===== src/rtl/fan_ctrl_sched.sv =====
// Smart-fan controller: target selection, duty slewing, kick-start, stall trip, telemetry.
// Optional FAN_AUTO_HYST_EN adds a 2 degC hysteresis on the auto-curve temperature.
module fan_ctrl_sched #(
    parameter int CLK_FREQ   = 50_000_000,
    parameter int RAMP_CYC   = 50_000,
    parameter int KICK_CYC   = 25_000_000,
    parameter int STALL_SEC  = 3,
    parameter int T_LOW      = 30,
    parameter int T_HIGH     = 70,
    parameter int DUTY_SLOPE = 6,
    parameter int DUTY_MIN   = 64
) (
    input  logic        sys_clk,
    input  logic        sys_rst,
    input  logic        cmd_valid,
    input  logic [12:0] cmd_data,
    input  logic [7:0]  temp_data,
    input  logic [15:0] rpm,
    output logic [7:0]  duty,
    output logic        fault,
    output logic        tele_req,
    input  logic        tele_ack,
    output logic [23:0] tele_data
);

    localparam int TW = $clog2(CLK_FREQ);
    localparam int KW = $clog2(KICK_CYC + 1);
    localparam int RW = $clog2(RAMP_CYC + 1);
    localparam int SW = $clog2(STALL_SEC + 1);

    typedef enum logic [2:0] {
        IDLE, KICK, RAMP, RUN, FLT
    } state_t;

    state_t         state_q, state_d;
    logic           mode_q, mode_d;
    logic [7:0]     setpt_q, setpt_d;
    logic [7:0]     duty_q, duty_d;
    logic           fault_q, fault_d;
    logic           req_q, req_d;
    logic [23:0]    tdata_q, tdata_d;
    logic [TW-1:0]  tick_cnt_q, tick_cnt_d;
    logic [KW-1:0]  kick_cnt_q, kick_cnt_d;
    logic [RW-1:0]  ramp_cnt_q, ramp_cnt_d;
    logic [SW-1:0]  stall_cnt_q, stall_cnt_d;

    logic           tick;
    logic [7:0]     temp_use;
    logic [15:0]    prod;
    logic [7:0]     raw;
    logic [7:0]     target;
    logic           unused_bits;

    assign unused_bits = ^cmd_data[3:0];
    assign tick = (tick_cnt_q == TW'(CLK_FREQ - 1));

`ifdef FAN_AUTO_HYST_EN
    logic [7:0] teff_q, teff_d;
    logic [7:0] tdiff;

    assign tdiff = (temp_data >= teff_q) ? temp_data - teff_q
                                         : teff_q - temp_data;
    assign temp_use = teff_q;

    // Entering auto mode snaps to the live temperature.
    always_comb begin
        teff_d = teff_q;
        if (cmd_valid && !cmd_data[12] && mode_q)
            teff_d = temp_data;
        else if (tdiff >= 8'd2)
            teff_d = temp_data;
    end

    always_ff @(posedge sys_clk) begin
        if (sys_rst) teff_q <= '0;
        else         teff_q <= teff_d;
    end
`else
    assign temp_use = temp_data;
`endif

    always_comb begin
        prod = 16'(temp_use - 8'(T_LOW)) * 16'(DUTY_SLOPE);
        raw  = '0;
        if (mode_q)
            raw = setpt_q;
        else if (temp_use < 8'(T_LOW))
            raw = '0;
        else if (temp_use >= 8'(T_HIGH))
            raw = 8'hFF;
        else if (prod > 16'd255)
            raw = 8'hFF;
        else
            raw = prod[7:0];
        if (raw == 8'd0)
            target = '0;
        else if (raw < 8'(DUTY_MIN))
            target = 8'(DUTY_MIN);
        else
            target = raw;
    end

    always_comb begin
        state_d     = state_q;
        mode_d      = mode_q;
        setpt_d     = setpt_q;
        duty_d      = duty_q;
        fault_d     = fault_q;
        req_d       = req_q;
        tdata_d     = tdata_q;
        kick_cnt_d  = kick_cnt_q;
        ramp_cnt_d  = ramp_cnt_q;
        stall_cnt_d = stall_cnt_q;
        tick_cnt_d  = tick ? '0 : tick_cnt_q + TW'(1);

        if (cmd_valid) begin
            mode_d  = cmd_data[12];
            setpt_d = cmd_data[11:4];
        end

        // An ack completing a frame wins over a coincident tick.
        if (req_q) begin
            if (tele_ack) req_d = 1'b0;
        end else if (tick) begin
            req_d   = 1'b1;
            tdata_d = {duty_q, rpm};
        end

        if (state_q == RAMP || state_q == RUN) begin
            if (tick && duty_q != 8'd0)
                stall_cnt_d = (rpm == 16'd0) ? stall_cnt_q + SW'(1) : '0;
        end else begin
            stall_cnt_d = '0;
        end

        unique case (state_q)
            IDLE: begin
                duty_d = '0;
                if (target != 8'd0) begin
                    state_d    = KICK;
                    duty_d     = 8'hFF;
                    kick_cnt_d = '0;
                end
            end
            KICK: begin
                duty_d = 8'hFF;
                if (target == 8'd0 || kick_cnt_q == KW'(KICK_CYC - 1)) begin
                    state_d    = RAMP;
                    kick_cnt_d = '0;
                    ramp_cnt_d = '0;
                end else begin
                    kick_cnt_d = kick_cnt_q + KW'(1);
                end
            end
            RAMP: begin
                if (duty_q == target) begin
                    state_d    = (target == 8'd0) ? IDLE : RUN;
                    ramp_cnt_d = '0;
                end else if (ramp_cnt_q == RW'(RAMP_CYC - 1)) begin
                    ramp_cnt_d = '0;
                    duty_d     = (duty_q < target) ? duty_q + 8'd1
                                                   : duty_q - 8'd1;
                end else begin
                    ramp_cnt_d = ramp_cnt_q + RW'(1);
                end
            end
            RUN: begin
                if (target != duty_q) begin
                    state_d    = RAMP;
                    ramp_cnt_d = '0;
                end
            end
            FLT: begin
                duty_d  = '0;
                fault_d = 1'b1;
                if (cmd_valid) begin
                    state_d = IDLE;
                    fault_d = 1'b0;
                end
            end
            default: state_d = IDLE;
        endcase

        // Stall trip overrides everything, including a coincident command.
        if (stall_cnt_d == SW'(STALL_SEC)) begin
            state_d     = FLT;
            duty_d      = '0;
            fault_d     = 1'b1;
            stall_cnt_d = '0;
        end
    end

    always_ff @(posedge sys_clk) begin
        if (sys_rst) begin
            state_q     <= IDLE;
            mode_q      <= 1'b0;
            setpt_q     <= '0;
            duty_q      <= '0;
            fault_q     <= 1'b0;
            req_q       <= 1'b0;
            tdata_q     <= '0;
            tick_cnt_q  <= '0;
            kick_cnt_q  <= '0;
            ramp_cnt_q  <= '0;
            stall_cnt_q <= '0;
        end else begin
            state_q     <= state_d;
            mode_q      <= mode_d;
            setpt_q     <= setpt_d;
            duty_q      <= duty_d;
            fault_q     <= fault_d;
            req_q       <= req_d;
            tdata_q     <= tdata_d;
            tick_cnt_q  <= tick_cnt_d;
            kick_cnt_q  <= kick_cnt_d;
            ramp_cnt_q  <= ramp_cnt_d;
            stall_cnt_q <= stall_cnt_d;
        end
    end

    assign duty      = duty_q;
    assign fault     = fault_q;
    assign tele_req  = req_q;
    assign tele_data = tdata_q;

endmodule

===== config.mk =====
export PLATFORM = sky130hd
export DESIGN_NAME = fan_ctrl_sched
export DESIGN_NICKNAME = d
export VERILOG_FILES = /design/src/rtl/fan_ctrl_sched.sv
export SDC_FILE = /design/constraint.sdc
export NUM_CORES = 1
export LEC_CHECK = 0
export ABC_AREA = 0
export CAP_MARGIN = 40
export CORE_ASPECT_RATIO = 0.75
export CORE_UTILIZATION = 59
export CTS_BUF_LIST = sky130_fd_sc_hd__clkbuf_8
export DETAILED_ROUTE_END_ITERATION = 6
export PLACE_DENSITY = 0.83
export SYNTH_ARGS = -nofsm -noshare
export SYNTH_HDL_FRONTEND = slang
export SYNTH_SLANG_ARGS = --single-unit

===== constraint.sdc =====
create_clock -name sys_clk -period 7.8 [get_ports sys_clk]
set_clock_uncertainty 0.15 [all_clocks]
set_input_delay 1.56 -clock sys_clk [delete_from_list [all_inputs] [get_ports sys_clk]]
set_output_delay 1.56 -clock sys_clk [all_outputs]
set_load 0.05 [all_outputs]

==> metrics.yaml <==
sta:
  slew-limit-headroom_pct: 40.67
  post-route-worst-setup-slack_ps: 344.2
  number_of_endpoints_with_negative_hold_slack_in_the_final_report: 0
  tightestPinTransition_ps: 881.8
  layout_min_cycle_time_ps: 7456
  achievable-frequency_mhz: 134.1
  setup_viol: 0
  finalSetupTns_ps: 0
  fin_crit_sh_pct: 95.59
  final-max-slew-violation-count: 0
die:
  area_of_the_die_um2: 11750
  core.rowCount: 33
  chipHeight_um: 94.13
  ios: 75
  die_width_um: 124.8
  floorplan.core_area_um2: 10980
  floorplan.initialDensity_pct: 60.79
clocking:
  numCtsBuffers: 17
  clock_latency_ps: 440
  cts_buffer_depth: 2
  cts_max_level: 4
  cts_root_buffer: "sky130_fd_sc_hd__clkbuf_8"
  clk_pin_slew_worst_paths_ps: 70
  clock_sink_count: 115
  post_cts_hold_buffer_count: 0
  cts_tree: "done"
setup_path:
  worstSetupPathType: "input pin to flip-flop"
  peak_per_stage_delay_on_the_critical_path_ps: 480
  cp.required_ps: 8010
  worst-path-buf-inv: 4
  worst_path_most_repeated_cell: "sky130_fd_sc_hd__a21o_1"
  cp-start-kind: "input pin"
  cp-end-kind: "flip-flop"
  path_max_fanout: 10
  worst-endpoint-arrival_ps: 7670
  crit_path_top_delay_cell: "sky130_fd_sc_hd__clkdlybuf4s50_1"
  critical-path-top-delay-family: "compound AO/OA/AOI/OAI gates"
placed_design:
  place_inst: 1012
  pre_cts_setup_slack_ps: -108.3
  place_congestion: 0.8603
  place.detailed.hpwl_um: 11660
  count_of_port_buffers_added_during_placement: 70
route:
  drt_pre_antenna_iters: 7
  detail_route.wirelength_um: 16650
  ant_nets: 0
  post_drt_via_cell_ratio: 6.089
  vias: 6369
  detail_route.wl_per_cell_um: 15.92
  route.detailed.drc: 0
  drtIter0Drc: 381
logic_synthesis:
  synth.distinct_cells: 77
  main_combinational_cell_family_by_area_after_synthesis: "simple AND/OR/NAND/NOR gates"
  area_fraction_in_compound_gates_after_synthesis_pct: 19.51
  synth_most_common_cell: "sky130_fd_sc_hd__nand2_1"
  leading_post_synthesis_cells_by_instance_count: "120 x sky130_fd_sc_hd__nand2_1, 115 x sky130_fd_sc_hd__dfxtp_1, 70 x sky130_fd_sc_hd__nor2_1"
  synth.net_count: 889
  post_synth.cell_area_avg_um2: 8.132
  post_synth_fa_ha_maj_area_fraction_pct: 5.172
  synth_simple_gate_area_share_pct: 28.02
  yosys_most_used_dff: "sky130_fd_sc_hd__dfxtp_1"
  synth_top_area_share_pct: 34.48
  netlist.top_cell.by_area: "sky130_fd_sc_hd__dfxtp_1"
  synth.cell_area_um2: 6676
  synth.top_cells.by_area: "sky130_fd_sc_hd__dfxtp_1 34%, sky130_fd_sc_hd__nand2_1 6.7%, sky130_fd_sc_hd__ha_1 4.9%, sky130_fd_sc_hd__a21oi_1 4.5%, sky130_fd_sc_hd__nor2_1 3.9%"
  number_of_enable_flip_flop_cells_after_synthesis: 0
  count_of_state_elements_after_synthesis: 115
  synth_async_sr_flop_share_pct: 0
  yosys.area_share.xor_xnor_pct: 6.690
  yosysWarningCount: 0
  synth.area.mux_share_pct: 2.043
  netlist_instances: 821
  seq_area_frac_synth_pct: 34.48
min_path:
  hold_path_class: "flip-flop to flip-flop"
power_and_ir_drop:
  cellInternalPower_mw: 1.150
  netSwitchingPower_mw: 0.4616
  leakage_nw: 3.125
  power_switching_share_pct: 28.64
  share_seq_of_total_power_pct: 38.4
  power.ir.vdd_worst_mv: 0.1348
  comb_power_share_pct: 19.6
  pwr_density_cell_nw_per_um2: 200.8
  clkPwrFrac_pct: 42.0
cells_and_area:
  multi_input_area_um2: 4133
  layout.cells.non_filler: 1046
  finish.net_count: 961
  final_util_pct: 73.06
  diodes: 0
  layout-area-overhead-vs-synth_pct: 20.18
  num-fill-cells: 828
  layout-drive-gt1-share_pct: 9.272
  area.sequential_um2: 2302
run_status:
  run_status: "finished clean"
grt:
  grt_overflow: 0
  track_usage_pct: 28.82
  maximum_number_of_pins_on_one_net_before_global_route_repair: 61
  grt_antenna_before_repair: 0
  grt_pass1_wl_um: 27720
  grt_pass1_vias: 6013
run:
  count_of_max_cap_constraint_violations: 0
worst register-to-register path: cells and delay by family, from the launching register on:
kind / cells / cell delay, ps
AO/OA/AOI/OAI: 13 / 2270
buffers and inverters: 1 / 130
flip-flops: 1 / 330
AND/OR/NAND/NOR: 5 / 1470
XOR/XNOR: 1 / 180
adder cells (fa/ha/maj): 2 / 570
layout by cell type (no fill, tap or decap), types with 13 or more instances in the layout:
cell	n
sky130_fd_sc_hd__a21o_1	13
sky130_fd_sc_hd__a21oi_1	60
sky130_fd_sc_hd__and3_1	17
sky130_fd_sc_hd__buf_4	19
sky130_fd_sc_hd__clkbuf_8	18
sky130_fd_sc_hd__clkdlybuf4s50_1	69
sky130_fd_sc_hd__dfxtp_1	115
sky130_fd_sc_hd__ha_1	26
sky130_fd_sc_hd__inv_1	24
sky130_fd_sc_hd__nand2_1	120
sky130_fd_sc_hd__nand2b_1	14
sky130_fd_sc_hd__nand3_1	43
sky130_fd_sc_hd__nor2_1	70
sky130_fd_sc_hd__nor3_1	13
sky130_fd_sc_hd__o21ai_0	38
sky130_fd_sc_hd__xnor2_1	15
sky130_fd_sc_hd__xor2_1	30
timing repair:
action	CTS	global route
resized for setup	0	4
setup endpoints to repair	0	3
setup buffers	0	2
per-layer routing:
metal  share of wire [%]  vias to the layer above  global-route usage [%]
li1                    -                     3090                       -
met1                  46                     3033                   36.19
met2                  47                      202                   48.31
met3                 5.2                       44                   6.435
met4                 1.9                        0                   11.59
met5                   0                        -                       0
through the flow:
| stage | hold WS [ps] | power [mW] | area (µm²) |
|---|---|---|---|
| global route | 324.5 | 1.676 | 8024 |
| floorplan | 287.8 | 0.8476 | 6676 |
| finish | 305.3 | 1.611 | 8024 |
| CTS | 305.0 | 1.606 | 7994 |
| global placement | 288.7 | 0.9181 | 7501 |
| detailed placement | 296.5 | 0.9351 | 7512 |
cell type report:
cell class	count	share of cell area (%)
clock inverter	14	2.916
multi-input combinational	647	51.50
sequential	115	28.69
clock buffer	18	3.087
inverter	22	1.029
tap	140	2.183
timing repair buffer	90	10.59
path summary, 6_finish.rpt:
path / start / endpoint / slack, ps / depth (start not counted)
worst max-delay path: temp_data[2] / duty[7]$_SDFFE_PP0P_ / 340 / 30
worst min-delay path: tele_data[9]$_SDFFE_PP0P_ / tele_data[9]$_SDFFE_PP0P_ / 310 / 2
worst min register to register: tele_data[9]$_SDFFE_PP0P_ / tele_data[9]$_SDFFE_PP0P_ / 310 / 2
worst max register to register: setpt_q[1]$_SDFFE_PP0P_ / duty[7]$_SDFFE_PP0P_ / 2620 / 22
logic make-up after synthesis:
logic type                 Yosys count
DFF                                115
adders and majority gates           27
AOI/OAI and AO/OA                  189
and+or+nand+nor                    370
xor gates and xnor gates            48
muxes                               13
buffers and inverters               59
power groups by stage:
| stage | combinational, mW | sequential [mW] | clock [mW] |
|---|---|---|---|
| floorplan | 0.213 | 0.634 | 0 |
| global placement | 0.288 | 0.630 | 0 |
| detailed placement | 0.304 | 0.631 | 0 |
| CTS | 0.308 | 0.618 | 0.680 |
| global route | 0.345 | 0.620 | 0.710 |
| finish | 0.316 | 0.619 | 0.677 |
sequential cells by signal, summed over array words and instances (netlist names):
signal	flops
mode_q	1
kick_cnt_q	25
setpt_q	8
stall_cnt_q	2
fault	1
tele_req	1
state_q	3
tick_cnt_q	26
ramp_cnt_q	16
tele_data	24
duty	8
Note: power is estimated with default switching activity, not from simulation.
